`src/rtl/sigma_delta_diff.sv`:
```
// ============================================================================
//  sigma_delta_diff : third-order CIC (sinc^3) decimator, 1-bit in, 12-bit out
//  Revision 1.0
// ============================================================================
`default_nettype none

module sigma_delta_diff #(
    parameter int DECIM = 16,
    parameter int OUT_W = 12
) (
    input  logic             clk,
    input  logic             reset,
    input  logic             din,
    output logic [OUT_W-1:0] dout
);

    localparam int CNT_W = $clog2(DECIM);
    // Bit growth of a 3-stage CIC with 1-bit input: 1 + 3*log2(R).
    localparam int ACC_W = 1 + 3 * CNT_W;
    localparam logic [ACC_W-1:0] SAT = ACC_W'((1 << OUT_W) - 1);

    logic [CNT_W-1:0] cnt;
    logic             tick;
    logic [ACC_W-1:0] i1, i2, i3;
    logic [ACC_W-1:0] d1, d2, d3;
    logic [ACC_W-1:0] c1, c2, c3;

    assign tick = (cnt == CNT_W'(DECIM - 1));

    // Modulo arithmetic: integrator wrap cancels exactly in the combs.
    assign c1 = i3 - d1;
    assign c2 = c1 - d2;
    assign c3 = c2 - d3;

    always_ff @(posedge clk or negedge reset) begin
        if (!reset) begin
            cnt  <= '0;
            i1   <= '0;
            i2   <= '0;
            i3   <= '0;
            d1   <= '0;
            d2   <= '0;
            d3   <= '0;
            dout <= '0;
        end else begin
            cnt <= cnt + CNT_W'(1);
            i1  <= i1 + {{(ACC_W-1){1'b0}}, din};
            i2  <= i2 + i1;
            i3  <= i3 + i2;
            if (tick) begin
                d1   <= i3;
                d2   <= c1;
                d3   <= c2;
                // Full scale (R^3) does not fit OUT_W bits; clamp it.
                dout <= (c3 >= SAT) ? SAT[OUT_W-1:0] : c3[OUT_W-1:0];
            end
        end
    end

endmodule

`default_nettype wire

```
`config.mk`:
```
export PLATFORM = sky130hd
export DESIGN_NAME = sigma_delta_diff
export DESIGN_NICKNAME = d
export VERILOG_FILES = /design/src/rtl/sigma_delta_diff.sv
export SDC_FILE = /design/constraint.sdc
export NUM_CORES = 1
export LEC_CHECK = 0
export CAP_MARGIN = 20
export CORE_MARGIN = 4
export CORE_UTILIZATION = 60
export CTS_BUF_LIST = sky130_fd_sc_hd__clkbuf_8 sky130_fd_sc_hd__clkbuf_16
export CTS_CLUSTER_DIAMETER = 30
export CTS_CLUSTER_SIZE = 10
export DETAILED_ROUTE_END_ITERATION = 8
export HOLD_SLACK_MARGIN = 0.08
export PLACE_DENSITY = 0.89
export REMOVE_ABC_BUFFERS = 1
export SETUP_SLACK_MARGIN = 0.4
export SLEW_MARGIN = 10
export SYNTH_ARGS = -nofsm -noshare
export SYNTH_HDL_FRONTEND = slang
export SYNTH_SLANG_ARGS = --single-unit
```
`constraint.sdc`:
```
create_clock -name clk -period 8.5 [get_ports clk]
set_clock_uncertainty 0.15 [all_clocks]
set_input_delay 0.85 -clock clk [delete_from_list [all_inputs] [get_ports clk]]
set_output_delay 0.85 -clock clk [all_outputs]
set_load 0.01 [all_outputs]
```
* Word level (Yosys, flattened, before mapping) *
Cells that the tools add are included.

cells by class
  $add $sub $neg = 7
  muxes and demuxes = 1
  eq/ne operators = 1
  order comparisons = 1

operators with widths
  cell                                                                 count
  subtractor 13 bit                                                    3
  adder 13 bit                                                         2
  adder 13 x 1 -> 13 bit                                               1
  greater-or-equal comparator 13 x 12 -> 1 bit, second input constant  1
  two-way mux 12 bit                                                   1
  adder 4 x 1 -> 4 bit, second input constant                          1
  equality test 4 bit, second input constant                           1

storage, ports and cells
  register bits after elaboration = 94
  input bits = 3
  output and inout port bits = 12

* Logic depth before layout (Yosys ltp) *
Gate-level depths: netlist of run 1.

  word-level depth = 5
  gate-level depth with buffers = 24
  depth with buffers taken out = 23

* Worst setup path before layout of run 1 *
OpenSTA, ideal clock, no wires.

  kind = register to register
  start = register i3[0]
  end = register dout[10]
  arrival = 4.102 ns
  buffers on the path = 1
  slack = 4.167 ns
  required time = 8.269 ns
  library setup time = 0.081 ns
  stages on the path, launching flop included = 21
  period minus slack after synthesis = 4.333 ns
  cell sequence = dfrtp_1 > inv_1 > ha_1 > inv_1 > fa_1 > a211oi_2 > o21ai_1 > a41oi_2 > or2b_1 > a21o_1 > xor2_1 > ha_1 > nand2_1 > o21ai_0 > o21a_1 > o22ai_1 > nor3_1 > xnor2_1 > xnor3_1 > buf_6 > a31oi_2

between the ends
  word-level cells in the longest chain between the ends = 5

RTL lines
  item                                          RTL line  source
  start, declared                               24        logic [ACC_W-1:0] i1, i2, i3;
  start signal, assigned                        49        i3 <= i3 + i2;
  subtractor 13 bit *                           31        assign c1 = i3 - d1;
  net c1[10]                                    26        logic [ACC_W-1:0] c1, c2, c3;
  subtractor 13 bit *                           32        assign c2 = c1 - d2;
  subtractor 13 bit *                           33        assign c3 = c2 - d3;
  greater-or-equal comparator 13 x 12 -> 1 bit  55        dout <= (c3 >= SAT) ? SAT[OUT_W-1:0] : c3[OUT_W-1:0];
  two-way mux 12 bit *                          55
  end signal, assigned                          55
  end, declared                                 14        output logic [OUT_W-1:0] dout

The timed path passes the listed nets; every way through them passes the cells marked *.
A chain may end at the register's enable or synchronous reset.

* Worst setup path in the final report of run 1 *
  start = register i3[0]
  end = register dout[0]

between the ends
  word-level cells in the longest chain between the ends = 5

RTL lines
  item                                          RTL line
  subtractor 13 bit                             31
  net c1[10]                                    26
  subtractor 13 bit                             32
  subtractor 13 bit                             33
  greater-or-equal comparator 13 x 12 -> 1 bit  55
  two-way mux 12 bit                            55

The timed path passes the listed nets, and every way through them passes these cells.

==> impl_metrics.ini, run 1 <==
[status]
status = finished clean

[logic_synthesis]
synth_cells = 618
avgSynthCellArea_um2 = 9.54
synth_area_um2 = 5890
yosysSeqAreaShare = 0.399
synthFlopType = dfrtp_1
ys_warn_count = 0
synth_simple_gate_area_frac = 0.133
synth_top_family_by_area = compound AO/OA/AOI/OAI gates
synthMuxAreaShare = 0.0113
yosysUniqueCellTypes = 48
synth_compound_area_frac = 0.170
async_reset_ff_frac = 1.00
synth_edf_count = 0
yosys_register_bits = 94
synthXorXnorAreaFrac = 0.0915
synth_fa_ha_area_frac = 0.151

[floorplanning]
die_width_um = 107
initial_core_util = 0.626
core_um2 = 9420
ioPinCount = 15
std_cell_rows = 35
die_y_um = 107
dieArea_um2 = 11500

[cts]
clk_latency_ps = 370
clockBufferDepth = 2
htreeDepth = 3
holdBufCountCts = 0
clk_pin_slew_ps = 100
cts_sinks = 94
ctsResizeCount = 0
root_buffer = clkbuf_8
cts_buffers = 9
post_cts_buffers = 0
cts_tree = yes

[routing]
first_iter_violations = 220
drt-total-wl_um = 10900
dr.pass1.iters = 4
drtAntennaViolNets = 0
dr_total_vias = 4356
viasPerCell = 5.68
drt-wirelength-per-cell_um = 14.2
drc_errors = 0

[grt]
antenna_found_initial = 0
overflow = 0
grt_pass1_vias = 4433
grt_util_all_layers = 0.198
grt_max_degree = 82
grt_pass1_wl_um = 18800

[layout]
drive_above_1_share = 0.0627
area_growth_pct = 7.96
num-fill-cells = 707
mostFrequentLayoutCells = dfrtp_1, ha_1, inv_1, nand2_1
antennaDiodeCount = 0
mostFrequentLayoutCell = dfrtp_1
layout.nets = 704

[worst_setup_path]
r2r_cells = 19
slowest_stage = xnor3_1
crit_chain = inv_1 -> ha_1 -> inv_1 -> fa_1 -> a211oi_2 -> o21ai_1 -> a41oi_2 -> or2b_1 -> a21o_1 -> xor2_1 -> ha_1 -> nand2_1 -> o21ai_0 -> o21a_1 -> o22ai_1 -> nor3_1 -> xnor2_1 -> xnor3_1 -> a31oi_1
r2r_slack_ps = 3360
timing.rr.end = dout[0]
critPathMaxStageDelay_ps = 680
cp.required_ps = 8560
endpoint_kind = register
crit_type = reg2reg
cp-start-kind = register
critPathMaxFanout = 12
regToRegStartpoint = i3[0]
arrival_ps = 5200

[timing]
finalCritPeriodShare = 0.605
drv_slew = 0
fin_crit_ps = 5140
fmax_mhz = 195
rsz0062_at_grt = false
worstMarginPinSlew_ps = 776
tns_ps = 0
finalHoldViolations = 0
maxSlewHeadroom = 0.482
finalSetupViolCount = 0

[place]
dp_hpwl_um = 7980
gp_congestion = 0.818
port_buffers = 14

[flow_run]
drv_cap = 0

[min_path]
hold_path.class = in2async
per-stage QoR:
| stage | util | cells | hold slack [ps] | cell area, um2 | setup slack (ps) |
|---|---|---|---|---|---|
| after global routing | 0.676 | 767 | 321 | 6360 | 2950 |
| final | 0.676 | 767 | 282 | 6360 | 3360 |
| after floorplan | - | 606 | 271 | 5840 | 3960 |
| after detailed placement | 0.654 | 751 | 308 | 6150 | 3430 |
| after CTS | 0.676 | 767 | 290 | 6360 | 3390 |
| after global placement | 0.654 | 751 | 284 | 6150 | 3710 |
synth_stat cells (all sizes together) (6+ instances only):
cell type,n,area [um2]
a21o,9,67.6
ha,63,788
a211oi,10,80.1
clkbuf,10,37.5
dfrtp,94,2350
a31oi,11,128
nor2b,13,81.3
xor2,16,140
o21ai,50,250
nand2,55,206
nand2b,6,37.5
inv,55,206
nor2,49,184
nor3,8,40.0
a21boi,6,45.0
xnor2,43,377
a21oi,38,190
o21a,11,82.6
nand3,15,75.1
and3,8,50.1
final cells by class:
class                   count  area (um2)  area share
multi-input cells         457        3280       0.516
flip-flops and latches     94        2350       0.370
inverters                  55         206      0.0324
well taps                 129         161      0.0254
repair buffers             16         153      0.0240
clock buffers              10         138      0.0216
clock inverters             6        70.1      0.0110
routing by layer:
| layer | part of all wire | track usage | vias to the layer above |
|---|---|---|---|
| li1 | - | - | 2165 |
| met1 | 0.44 | 0.243 | 2093 |
| met2 | 0.52 | 0.358 | 76 |
| met3 | 0.026 | 0.0235 | 22 |
| met4 | 0.021 | 0.0721 | 0 |
| met5 | 0 | 0 | - |
sequential cells by signal (all words and copies together) (netlist names):
signal  flops
i3         13
i2         13
d2         13
d1         13
i1         13
d3         13
dout       12
cnt         4
cells by family after synthesis:
group	after synthesis
multiplexers	6
AND/OR/NAND/NOR	169
buffers and inverters	67
adder cells (fa/ha/maj)	68
XOR/XNOR	60
AO/OA/AOI/OAI	154
flip-flops	94
worst max-delay path by stage:
stage	from	end	slack (ps)	cells after the start
floorplan	i3[0]	dout[11]	3960	23
global placement	i3[1]	dout[11]	3710	20
detailed placement	i3[1]	dout[0]	3430	20
CTS	i3[1]	dout[0]	3390	20
global route	i3[1]	dout[6]	2950	20
finish	i3[0]	dout[0]	3360	19
critical path: cells and delay by family, from the launching register on:
family / cells / cell delay, ps
DFF: 1 / 390
buffers and inverters: 2 / 140
and+or+nand+nor: 3 / 620
AOI/OAI and AO/OA: 8 / 1660
adders and majority gates: 3 / 980
xor gates and xnor gates: 3 / 1040
Power of run 1 is left out: the tool's default activity adds up to more than one toggle a clock period on the data nets, which glitch-free logic cannot reach.
==> inputs of run 2 (changes only) <==
clock period = 5.3 ns   (was 8.5 ns; I/O delays follow)
==> impl_metrics.ini, run 2 (synthesized netlist as in run 1, its figures left out) <==
[status]
status = finished clean

[cts]
cts_tree = yes
cts_buffers = 9
cts_sinks = 94
clockBufferDepth = 2
htreeDepth = 3
clk_latency_ps = 370
root_buffer = clkbuf_8
clk_pin_slew_ps = 100

[grt]
antenna_found_initial = 0
grt_pass1_wl_um = 18800
grt_max_degree = 61
grt_pass1_vias = 4303
overflow = 0
grt_util_all_layers = 0.201

[worst_setup_path]
crit_type = reg2reg
endpoint_kind = register
arrival_ps = 4760
crit_start = i3[0]
critPathMaxFanout = 12
regToRegStartpoint = i3[0]
cp-start-kind = register
r2r_slack_ps = 680
cp.required_ps = 5440

[layout]
mostFrequentLayoutCell = dfrtp_1
area_growth_pct = 9.58
final_cells = 773
antennaDiodeCount = 0
layout.nets = 710
mostFrequentLayoutCells = dfrtp_1, ha_1, inv_1, nand2_1, nor2_1
drive_above_1_share = 0.0870

[routing]
dr_total_vias = 4313
drc_errors = 0
drt-total-wl_um = 10700
dr.pass1.iters = 4
drtAntennaViolNets = 0
first_iter_violations = 147
drt-wirelength-per-cell_um = 13.9
viasPerCell = 5.58

[timing]
fmax_mhz = 217
tns_ps = 0
drv_slew = 0
fin_crit_ps = 4620
worstMarginPinSlew_ps = 793
finalSetupViolCount = 0
rsz0062_at_grt = false
finalCritPeriodShare = 0.871
fin_hold_ws_ps = 312
setup_slack_ps = 682
maxSlewHeadroom = 0.470
finalHoldViolations = 0

[floorplanning]
std_cell_rows = 35
dieArea_um2 = 11500
core_um2 = 9420
initial_core_util = 0.626
die_width_um = 107
ioPinCount = 15
die_y_um = 107

[place]
gp_congestion = 0.816
place_ws_ps = 533
placed_cells = 752
dp_hpwl_um = 7860
port_buffers = 14

[flow_run]
drv_cap = 0

[min_path]
hold_path.class = reg2reg
hp-start = cnt[0]
==> run 2: final cells by class <==
| type | count | area (um2) |
|---|---|---|
| clock buffers | 9 | 124 |
| fillers | 691 | 2960 |
| multi-input cells | 457 | 3320 |
| clock inverters | 7 | 87.6 |
| flip-flops and latches | 94 | 2350 |
| repair buffers | 22 | 204 |
| well taps | 129 | 161 |
| inverters | 55 | 206 |
==> run 2: worst paths after layout <==
kind	endpoint	cells after the start
worst min-delay path	cnt[0]	1
min in group asynchronous	dout[1]	2
worst max-delay path	dout[5]	21
max in group asynchronous	i3[1]	3
worst max register to register	dout[5]	21
worst min register to register	cnt[0]	1
==> run 2: timing repair <==
item | in CTS | in global routing
hold buffers | 1 | 0
buffers inserted | 0 | 4
endpoints found under the setup margin | 0 | 12
hold endpoints to repair | 34 | 0
gates resized for setup | 0 | 15
==> run 2: routing by layer <==
layer	vias up	wire length, um	GRT usage	part of all wire
met4	0	170	0.0694	0.016
met5	-	0	0	0
met1	2069	4730	0.245	0.44
met3	17	288	0.0265	0.027
li1	2175	-	-	-
met2	52	5560	0.364	0.52
==> run 2: critical path, cell delays in order, from the launching register on <==
cell      delay [ps]
dfrtp_1          390
inv_1             80
ha_1             170
inv_1             60
fa_2             370
a211oi_2         270
o21ai_1          150
a41oi_2          250
or2b_1           250
a21o_1           180
xor2_1           150
ha_1             370
o21a_1           150
o31a_1           110
nor3_1           220
nor2_1            80
ha_1             320
o21ai_1           80
o21bai_1         160
xnor3_1          240
buf_6            170
a31oi_2          160
==> run 2: stage by stage <==
stage | cell area [um2] | utilization
2_1_floorplan | 5840 | -
3_3_place_gp | 6160 | 0.654
3_5_place_dp | 6160 | 0.654
4_1_cts | 6380 | 0.678
5_1_grt | 6460 | 0.686
6_report | 6460 | 0.686
Power of run 2 is left out for the same reason.
==> inputs of run 3 (changes only) <==
CORE_UTILIZATION = 55   (was 60)
GPL_ROUTABILITY_DRIVEN = 0   (was not set)
PLACE_DENSITY = 0.83   (was 0.89)
==> impl_metrics.ini, run 3 (synthesized netlist as in run 1, its figures left out) <==
[status]
status = finished clean

[timing]
fmax_mhz = 214
finalCritPeriodShare = 0.883
fin_hold_ws_ps = 314
maxSlewHeadroom = 0.399
finalSetupViolCount = 0
rsz0062_at_grt = true
drv_slew = 0
worstMarginPinSlew_ps = 902
tns_ps = 0
finalHoldViolations = 0
fin_crit_ps = 4680

[routing]
drt-wirelength-per-cell_um = 14.0
dr.pass1.iters = 4
drtAntennaViolNets = 0
first_iter_violations = 215
dr_total_vias = 4318
drc_errors = 0
viasPerCell = 5.54
drt-total-wl_um = 10900

[worst_setup_path]
critPathMaxStageDelay_ps = 400
cp.required_ps = 5440
path_buf_inv = 3
crit_type = reg2reg
crit_chain = inv_2 -> ha_2 -> inv_1 -> fa_2 -> a211oi_2 -> o21ai_2 -> a21oi_1 -> nor2b_1 -> o31a_1 -> ha_1 -> nand2_1 -> a211oi_1 -> o31a_1 -> o21a_1 -> nor2_1 -> ha_1 -> o21ai_0 -> o21bai_1 -> xnor3_2 -> buf_6 -> a31oi_1
endpoint_kind = register
critPathMaxFanout = 6
cp-start-kind = register
slowest_stage = a211oi_1
arrival_ps = 4820
crit_family = compound AO/OA/AOI/OAI gates

[layout]
drive_above_1_share = 0.0995
area_growth_pct = 10.0
mostFrequentLayoutCell = dfrtp_1
mostFrequentLayoutCells = dfrtp_1, ha_1, nand2_1
num-fill-cells = 819
antennaDiodeCount = 0
layout.nets = 709

[cts]
clk_latency_ps = 370
root_buffer = clkbuf_8
htreeDepth = 3
cts_tree = yes
clockBufferDepth = 2
cts_buffers = 9
clk_pin_slew_ps = 100
cts_sinks = 94

[floorplanning]
std_cell_rows = 37
core_um2 = 10400
die_width_um = 112
dieArea_um2 = 12400
initial_core_util = 0.568
ioPinCount = 15
die_y_um = 112

[place]
dp_hpwl_um = 7940
port_buffers = 14

[grt]
grt_pass1_vias = 4419
antenna_found_initial = 0
grt_util_all_layers = 0.182
grt_max_degree = 67
overflow = 0
grt_pass1_wl_um = 19200

[min_path]
hold_path.class = reg2reg

[flow_run]
drv_cap = 0
run 3: path summary, 6_finish.rpt:
| check | cells after the start | slack, ps | to | start |
|---|---|---|---|---|
| min reg2reg | 1 | 310 | cnt[0] | cnt[0] |
| max in group asynchronous | 3 | 3330 | i3[1] | reset |
| min in group asynchronous | 2 | 470 | dout[2] | reset |
| min | 1 | 310 | cnt[0] | cnt[0] |
| max | 21 | 620 | dout[11] | i3[0] |
| max reg2reg | 21 | 620 | dout[11] | i3[0] |
run 3: worst reg2reg max path: cells and delay by family, from the launching register on:
family                     cells  cell delay (ps)
adders and majority gates      4             1220
AOI/OAI and AO/OA             10             2060
buffers and inverters          3              270
xor gates and xnor gates       1              320
DFF                            1              390
and+or+nand+nor                3              220
run 3: cell type report:
cell class                 instances  area, um2  area share
clock buffer                      10        138      0.0212
multi-input combinational        457       3350       0.516
clock inverter                     6       68.8      0.0106
timing repair buffer              21        200      0.0309
sequential                        94       2350       0.363
inverter                          55        206      0.0318
tap                              136        170      0.0262
run 3: routing by layer:
layer / GRT usage / up-vias / part of all wire / wire length, um
met5: 0 / - / 0 / 0
met4: 0.0519 / 0 / 0.017 / 185
li1: - / 2169 / - / -
met1: 0.212 / 2057 / 0.44 / 4740
met3: 0.0375 / 21 / 0.033 / 355
met2: 0.337 / 71 / 0.52 / 5620
run 3: what timing repair did:
action                                  4_1_cts  5_1_grt
endpoints found under the setup margin        2       12
pin swaps                                     0        3
resized for setup                             1       27
hold endpoints to repair                     28        0
cloned                                        0        1
hold buffers                                  1        0
setup buffers                                 0        2
run 3: through the flow:
stage | cells | util | setup WS, ps | cell area [um2]
after global placement | 759 | 0.595 | 699 | 6170
after detailed placement | 759 | 0.595 | 410 | 6170
final | 779 | 0.625 | 619 | 6480
after CTS | 776 | 0.616 | 461 | 6390
after floorplan | 606 | - | 760 | 5840
after global routing | 779 | 0.625 | 357 | 6480
Power of run 3 is left out for the same reason.
